**config.mk**
```make
export PLATFORM = sky130hd
export DESIGN_NAME = dbginit_gen
export DESIGN_NICKNAME = d
export VERILOG_FILES = /design/src/rtl/dbginit_pkg.sv /design/src/rtl/dbginit_dcnt.sv /design/src/rtl/dbginit_gen.sv
export SDC_FILE = /design/constraint.sdc
export NUM_CORES = 1
export LEC_CHECK = 0
export BUFFER_PORTS_ARGS = -buffer_cell sky130_fd_sc_hd__buf_2
export CAP_MARGIN = 5
export CORE_MARGIN = 1
export CORE_UTILIZATION = 30
export CTS_CLUSTER_DIAMETER = 60
export DETAILED_ROUTE_END_ITERATION = 16
export GPL_TIMING_DRIVEN = 0
export PLACE_DENSITY = 0.48
export SLEW_MARGIN = 20
export SYNTH_ARGS = -nofsm -noshare
export SYNTH_HDL_FRONTEND = slang
export SYNTH_SLANG_ARGS = --single-unit
```
**constraint.sdc**
```tcl
create_clock -name clk -period 2.3 [get_ports clk]
set_input_delay 0.23 -clock clk [delete_from_list [all_inputs] [get_ports clk]]
set_output_delay 0.23 -clock clk [all_outputs]
set_load 0.01 [all_outputs]
```
**src/rtl/dbginit_pkg.sv**
```systemverilog
// Shared definitions for the dbginit stimulus sequencer: state encoding and
// default widths. Optional quiesce timeout is enabled with DBGINIT_GEN_QTIMEOUT_EN.
package dbginit_pkg;

    localparam int ASSERT_W_DEF  = 11;
    localparam int IDLE_W_DEF    = 16;
    localparam int NPULSE_W_DEF  = 8;
    localparam int TO_CYCLES_DEF = 1024;

    typedef enum logic [2:0] {
        ST_IDLE      = 3'd0,
        ST_WAIT_IDLE = 3'd1,
        ST_WAIT_Q    = 3'd2,
        ST_ASSERT    = 3'd3,
        ST_RELEASE   = 3'd4,
        ST_DONE      = 3'd5
    } state_t;

endpackage

```
**src/rtl/dbginit_dcnt.sv**
```systemverilog
// Loadable down-counter that parks at zero and flags it; used for the idle gap,
// the assert length and the quiesce timeout.
module dbginit_dcnt #(
    parameter int W = 8
) (
    input  logic         clk,
    input  logic         rst,
    input  logic         load,
    input  logic [W-1:0] load_val,
    input  logic         dec,
    output logic         zero
);

    logic [W-1:0] cnt;

    always_ff @(posedge clk) begin
        if (rst) begin
            cnt <= '0;
        end else if (load) begin
            cnt <= load_val;
        end else if (dec && (cnt != '0)) begin
            cnt <= cnt - 1'b1;
        end
    end

    assign zero = (cnt == '0);

endmodule

```
**src/rtl/dbginit_gen.sv**
```systemverilog
// Active-low dbginit pulse-train sequencer feeding the dbginit monitors.
// Define DBGINIT_GEN_QTIMEOUT_EN to abort a request when quiesce stays high too long.
module dbginit_gen
    import dbginit_pkg::*;
#(
    parameter int ASSERT_W  = ASSERT_W_DEF,
    parameter int IDLE_W    = IDLE_W_DEF,
    parameter int NPULSE_W  = NPULSE_W_DEF,
    parameter int TO_CYCLES = TO_CYCLES_DEF
) (
    input  logic                clk,
    input  logic                rst,
    input  logic                start,
    input  logic [IDLE_W-1:0]   idle_cycles,
    input  logic [ASSERT_W-1:0] assert_cycles,
    input  logic [NPULSE_W-1:0] num_pulses,
    input  logic                quiesce,
    output logic                dbginit,
    output logic [ASSERT_W-1:0] cnt_val,
    output logic [NPULSE_W-1:0] pulse_cnt,
    output logic                busy,
    output logic                done,
    output logic                err_timeout
);

    // A programmed length of 0 behaves as 1; counters load length-1.
    function automatic logic [IDLE_W-1:0] sat_m1_idle(input logic [IDLE_W-1:0] v);
        return (v == '0) ? '0 : v - 1'b1;
    endfunction

    function automatic logic [ASSERT_W-1:0] sat_m1_assert(input logic [ASSERT_W-1:0] v);
        return (v == '0) ? '0 : v - 1'b1;
    endfunction

    state_t              state, state_nxt;
    logic [IDLE_W-1:0]   idle_m1, idle_load_val;
    logic [NPULSE_W-1:0] num_lat, pulse_inc;
    logic                take_start;
    logic                idle_load, idle_zero;
    logic                asrt_load, asrt_zero;
    logic                to_hit;

    assign take_start    = (state == ST_IDLE) && start;
    assign pulse_inc     = pulse_cnt + 1'b1;
    assign idle_load_val = take_start ? sat_m1_idle(idle_cycles) : idle_m1;

    dbginit_dcnt #(.W(IDLE_W)) u_idle (
        .clk      (clk),
        .rst      (rst),
        .load     (idle_load),
        .load_val (idle_load_val),
        .dec      (state == ST_WAIT_IDLE),
        .zero     (idle_zero)
    );

    // cnt_val already holds the saturated length-1, so it doubles as the reload value.
    dbginit_dcnt #(.W(ASSERT_W)) u_asrt (
        .clk      (clk),
        .rst      (rst),
        .load     (asrt_load),
        .load_val (cnt_val),
        .dec      (state == ST_ASSERT),
        .zero     (asrt_zero)
    );

`ifdef DBGINIT_GEN_QTIMEOUT_EN
    localparam int TO_W = (TO_CYCLES > 1) ? $clog2(TO_CYCLES) : 1;

    logic to_run, to_zero;

    assign to_run = (state == ST_WAIT_Q) && quiesce;

    dbginit_dcnt #(.W(TO_W)) u_to (
        .clk      (clk),
        .rst      (rst),
        .load     (!to_run),
        .load_val (TO_W'(TO_CYCLES - 1)),
        .dec      (to_run),
        .zero     (to_zero)
    );

    assign to_hit = to_run && to_zero;

    always_ff @(posedge clk) begin
        if (rst) begin
            err_timeout <= 1'b0;
        end else begin
            err_timeout <= to_hit;
        end
    end
`else
    assign to_hit      = 1'b0;
    assign err_timeout = 1'b0;
`endif

    always_comb begin
        state_nxt = state;
        idle_load = 1'b0;
        asrt_load = 1'b0;
        case (state)
            ST_IDLE: begin
                if (start) begin
                    if (num_pulses == '0) begin
                        state_nxt = ST_DONE;
                    end else begin
                        state_nxt = ST_WAIT_IDLE;
                        idle_load = 1'b1;
                    end
                end
            end
            ST_WAIT_IDLE: begin
                if (idle_zero) state_nxt = ST_WAIT_Q;
            end
            ST_WAIT_Q: begin
                if (!quiesce) begin
                    state_nxt = ST_ASSERT;
                    asrt_load = 1'b1;
                end else if (to_hit) begin
                    state_nxt = ST_IDLE;
                end
            end
            ST_ASSERT: begin
                if (asrt_zero) state_nxt = ST_RELEASE;
            end
            ST_RELEASE: begin
                if (pulse_inc == num_lat) begin
                    state_nxt = ST_DONE;
                end else begin
                    state_nxt = ST_WAIT_IDLE;
                    idle_load = 1'b1;
                end
            end
            ST_DONE:  state_nxt = ST_IDLE;
            default:  state_nxt = ST_IDLE;
        endcase
    end

    // Outputs are registered from the next state so they line up with the state they describe.
    always_ff @(posedge clk) begin
        if (rst) begin
            state     <= ST_IDLE;
            dbginit   <= 1'b1;
            busy      <= 1'b0;
            done      <= 1'b0;
            pulse_cnt <= '0;
            cnt_val   <= '0;
        end else begin
            state   <= state_nxt;
            dbginit <= (state_nxt != ST_ASSERT);
            busy    <= (state_nxt != ST_IDLE);
            done    <= (state_nxt == ST_DONE);
            if (take_start) begin
                pulse_cnt <= '0;
                cnt_val   <= sat_m1_assert(assert_cycles);
            end else if (state == ST_RELEASE) begin
                pulse_cnt <= pulse_inc;
            end
        end
    end

    always_ff @(posedge clk) begin
        if (take_start) begin
            idle_m1 <= sat_m1_idle(idle_cycles);
            num_lat <= num_pulses;
        end
    end

endmodule

```
## Yosys cells after proc, flatten, opt, wreduce, memory -nomap -nowiden

Index checks and enable logic that the tools add are counted.

| word-level totals | value |
|---|---|
| input port bits | 39 |
| register bits | 76 |
| logic and storage cells | 57 |

| cells by class | value |
|---|---|
| eq/ne operators | 7 |
| reduce and logical (&&, ||, !) cells | 15 |
| add/subtract/negate cells | 5 |
| multiplexer cells | 20 |

Operators with widths:

| kind | number |
|---|---|
| $mux 16 | 4 |
| $mux 11 | 3 |
| $logic_not 16->1 | 2 |
| $sub 16x1->16 const B | 2 |
| $logic_not 11->1 | 2 |
| $sub 11x1->11 const B | 2 |
| $mux 3 | 6 |
| $reduce_bool 16->1 | 1 |
| $pmux 3 s5 | 1 |
| $reduce_bool 11->1 | 1 |
| $add 8x1->8 const B | 1 |
| $eq 8x8->1 | 1 |
| $logic_not 8->1 | 1 |
| $eq 3x2->1 const B | 2 |
| $eq 3x3->1 const B | 2 |
| $mux 1 | 5 |
| $reduce_bool 2->1 | 2 |
| $eq 3x1->1 const B | 1 |
| $logic_and 1x1->1 | 3 |
| $logic_not 3->1 | 1 |
| $ne 3x2->1 const B | 1 |
| $reduce_bool 3->1 | 1 |
| $pmux 1 s2 | 1 |
| $reduce_or 2->1 | 1 |

## Longest topological paths before layout

| logic depth | value |
|---|---|
| depth after elaboration | 5 |
| mapped depth | 9 |

## By module

Synthesis repeated with hierarchy kept, for this count alone.

| unflattened totals | value |
|---|---|
| cell total of the unflattened synthesis | 465 |
| area total of the unflattened synthesis | 4,012.6 µm² |

By module, submodules not included:

| module | area an instance (µm²) | cells each | instances |
|---|---|---|---|
| dbginit_gen | 2,393.5 | 274 | 1 |
| dbginit_dcnt (u_idle) | 944.7 | 114 | 1 |
| dbginit_dcnt (u_asrt) | 674.4 | 77 | 1 |

## Worst setup path before layout

OpenSTA, ideal clock, no wires.

| timing | value |
|---|---|
| path kind | flip-flop to flip-flop |
| start point | register pulse_cnt[0] |
| end point | register u_idle.cnt[14] |
| arrival | 2.231 ns |
| setup time | 0.116 ns |
| path buffers | 2 |
| stages on the path, launching flop included | 10 |
| period minus slack after synthesis | 2.346 ns |
| slack | -0.046 ns |
| cells stage by stage | dfxtp_1 -> ha_1 -> xor2_1 -> a311o_1 -> a211oi_2 -> nand4_2 -> and2_4 -> buf_6 -> buf_8 -> a31o_1 |

| between the ends | value |
|---|---|
| cells in the longest elaborated chain, start to end | 5 |
| elaborated cells between the ends (all ways) | 6 |
| classes of those cells | add/sub: 1; eq/ne: 1; mux: 3; reduce/logical: 1 |

RTL lines:

| what | line | source |
|---|---|---|
| from (decl) | dbginit_gen.sv:20 | `output logic [NPULSE_W-1:0] pulse_cnt,` |
| from (signal assigned) | dbginit_gen.sv:156 | `pulse_cnt <= pulse_inc;` |
| $add 8x1->8 * | dbginit_gen.sv:44 | `assign pulse_inc = pulse_cnt + 1'b1;` |
| via pulse_inc[1] | dbginit_gen.sv:37 | `logic [NPULSE_W-1:0] num_lat, pulse_inc;` |
| $eq 8x8->1 * | dbginit_gen.sv:126 | `if (pulse_inc == num_lat) begin` |
| $mux 1 * | dbginit_gen.sv:126 |  |
| $pmux 1 s2 * | dbginit_gen.sv:100 | `case (state)` |
| $mux 16 or $reduce_bool 2->1 (tied branches) | -- |  |
| to (signal assigned) | dbginit_dcnt.sv:20 | `cnt <= load_val;` |
| to (signal assigned) | dbginit_dcnt.sv:22 | `cnt <= cnt - 1'b1;` |
| to (decl) | dbginit_dcnt.sv:14 | `logic [W-1:0] cnt;` |

Mark *: on every way through the listed nets, which the timed path passes. The rest lies on a longest branch.
A chain may end at the register's enable or synchronous reset.

## Worst setup path in the final report

| timing | value |
|---|---|
| start point | register pulse_cnt[0] |
| end point | register u_idle.cnt[14] |

| between the ends | value |
|---|---|
| cells in the longest elaborated chain, start to end | 5 |
| elaborated cells between the ends (all ways) | 6 |
| classes of those cells | add/sub: 1; eq/ne: 1; mux: 3; reduce/logical: 1 |

RTL lines:

| what | line |
|---|---|
| $add 8x1->8 * | dbginit_gen.sv:44 |
| $eq 8x8->1 * | dbginit_gen.sv:126 |
| $mux 1 * | dbginit_gen.sv:126 |
| $pmux 1 s2 * | dbginit_gen.sv:100 |
| $mux 16 or $reduce_bool 2->1 (tied branches) | -- |

Every way passes the cells marked *; elsewhere a longest branch is shown, timed or not.

==> results_dict.tcl <==
set metrics [dict create \
    status "finished, final reports clean" \
    leakagePower_nw 1.86 \
    drive_gt1_frac 0.238 \
    design_area_um2 5090 \
    setup_slack_ns 0.0790 \
    wl_per_cell_um 14.9 \
    whs_ns 0.0832 \
    floorplan.die.width_um 120 \
    max_freq_mhz 450 \
    firstDrtPassIters 4 \
    min_path_type "primary input to flop" \
    drv_slew 0 \
    seq_area_um2 1620 \
    setup_tns_ns 0 \
    ir_drop_mv 0.398 \
    power_mw 4.77 \
    core_um2 13400 \
    syn-num-nets 518 \
    crit_path_max_fanout 10 \
    grt_pass1_wl_mm 17.9 \
    grt_pass1_vias 3610 \
    fin_crit_sh 0.966 \
    initial_utilization 0.310 \
    finClkSkew_ns 0.00586 \
    dieArea_um2 14300 \
    num_io_pins 62 \
    drc 0 \
    fin_util 0.380 \
    insertion_delay_ns 0.34 \
    track_usage 0.160 \
    maxSlewHeadroom 0.483 \
    syn_area_um2 4160 \
    cp-start-kind "flop" \
    startpoint "pulse_cnt[0]$_SDFFE_PP0N_" \
    synth-seq-cells 76 \
    synthArstFlopShare 0 \
    portBuffers 60 \
    finalNonFillerCells 730 \
    antenna_found_initial 0 \
    drt_iter0_drc 166 \
    cts.sinks 76 \
    syn_to_final_growth_pct 22.4 \
    power.density_nw_per_um2 938 \
    wl_mm 10.9 \
    hold_buffers 0 \
    fillers 1397 \
    synthCells 473 \
    worst-slew-pin-transition_ns 0.770 \
    r2r-start "pulse_cnt[0]$_SDFFE_PP0N_" \
    postSynthAreaPerCell_um2 8.79 \
    grt_max_degree 18 \
    vias_per_cell 5.15 \
    diodes 0 \
    gp_congestion 0.814 \
    setup_viol 0 \
    postPlaceCellArea_um2 4680 \
    cts_max_path_buffers 2 \
    pre_cts_ws_ns -0.329 \
    finalNetCount 594 \
    hpwl_mm 8.23 \
    htree_levels 3 \
    cp.required_ns 2.52 \
    period_needed_ns 2.22 \
    ys_types 67 \
    cts_buffers 9 \
    yosysWarnings 0 \
    crit_path_end_kind "flop" \
    fp-row-count 42 \
    root_buffer "clkbuf_16" \
    arrival_ns 2.45 \
    finalHoldViolations 0 \
    grt.overflow.total 0 \
    die_y_um 120 \
    dpl.cell_count 709 \
    cts_tree "yes" \
    clkTransAtPathRegs_ns 0.05 \
    hp-start "num_pulses[0]" \
    path_class "flop to flop" \
    cap_violations 0 \
    ant_nets 0 \
    synth_top_flop_cell "dfxtp_1" \
    vias 3757 \
    synth-edff-count 8 \
    multiInputGateArea_um2 2500 \
    synth_seq_area_share 0.385 \
]
==> worst paths after layout <==
| check | endpoint | slack [ns] | depth (start not counted) |
|---|---|---|---|
| min | num_lat[0]$_DFFE_PP_ | 0.08 | 1 |
| min reg2reg | idle_m1[3]$_DFF_P_ | 0.44 | 2 |
| max | u_idle.cnt[14]$_SDFFE_PP0P_ | 0.08 | 9 |
| max reg2reg | u_idle.cnt[14]$_SDFFE_PP0P_ | 0.08 | 9 |
==> synthesized netlist by cell type (all sizes together), types with 3 or more instances <==
master / n / area share
or2: 5 / 0.0075
edfxtp: 8 / 0.058
and3: 5 / 0.0075
a311oi: 5 / 0.011
nor3b: 7 / 0.014
nor2: 35 / 0.032
a2111oi: 4 / 0.017
dfxtp: 68 / 0.33
mux2: 3 / 0.0081
inv: 12 / 0.011
nor4: 10 / 0.018
xnor2: 30 / 0.063
clkbuf: 10 / 0.0090
a211oi: 12 / 0.023
nor3: 19 / 0.023
ha: 6 / 0.018
nand4: 15 / 0.024
or4: 6 / 0.012
or3: 11 / 0.017
nand2: 44 / 0.040
mux2i: 3 / 0.0072
nand2b: 8 / 0.012
a31o: 6 / 0.013
nand3: 13 / 0.017
a211o: 3 / 0.0063
buf: 10 / 0.016
and2: 7 / 0.011
o21ai: 33 / 0.040
a21oi: 21 / 0.025
xor2: 12 / 0.025
o31ai: 16 / 0.040
a22oi: 3 / 0.0054
==> cell families after synthesis <==
group                      Yosys count  synth area share
other                                1          0.000902
DFF                                 76             0.385
and+or+nand+nor                    195             0.253
xor gates and xnor gates            42            0.0885
adders and majority gates            6            0.0181
muxes                                6            0.0154
AOI/OAI and AO/OA                  115             0.203
buffers and inverters               32            0.0358
==> final cells by class <==
class	instances	share of cell area
well taps	176	0.0433
inverters	12	0.00885
plain buffers	19	0.0226
clock buffers	16	0.0494
multi-input cells	365	0.491
repair buffers	66	0.0679
flip-flops and latches	76	0.317
==> repair_timing <==
action | in CTS | in global routing
pin swaps | 5 | 2
setup endpoints to repair | 23 | 24
cloned | 0 | 0
resized for setup | 12 | 21
buffers inserted | 6 | 0
==> critical path, stage by stage, from the launching register on <==
cell and delay, ns:
dfxtp_4 0.35, ha_4 0.17, and2_1 0.18, and2_1 0.24, a311oi_2 0.35, nand4_2 0.16, and2_4 0.17, buf_6 0.13
buf_12 0.14, a31o_1 0.21
==> cell usage in the layout, fill, tap and decap left out, types with 6 or more instances in the layout <==
master     instances
buf_2             62
dfxtp_1           61
nand2_1           44
nor2_1            34
o21ai_0           31
xnor2_1           30
a21oi_1           19
nor3_1            18
clkbuf_1          14
nand4_1           14
inv_1             12
xor2_1            12
nand3_1           11
or3_1             11
buf_4             10
o31ai_2            9
clkbuf_16          9
a211oi_1           8
nand2b_1           8
edfxtp_1           8
nor4_1             7
o31ai_1            7
and2_1             6
==> layer usage <==
layer / share of wire / vias to the layer above / global-route usage
li1: - / 1901 / -
met1: 0.47 / 1782 / 0.204
met2: 0.49 / 64 / 0.262
met3: 0.028 / 10 / 0.0352
met4: 0.017 / 0 / 0.0648
met5: 0 / - / 0
==> registers in the layout, indices dropped and copies added, names as in the netlist <==
register,flops
busy,1
cnt_val,11
dbginit,1
done,1
idle_m1,16
num_lat,8
pulse_cnt,8
state,3
u_asrt.cnt,11
u_idle.cnt,16
==> where the power goes <==
| group | internal, mW | leakage (nW) | switching (mW) |
|---|---|---|---|
| Sequential | 1.64 | 0.639 | 0.228 |
| Clock | 0.733 | 0.119 | 0.494 |
| Combinational | 0.707 | 1.10 | 0.969 |
(Power assumes the default switching activity.)
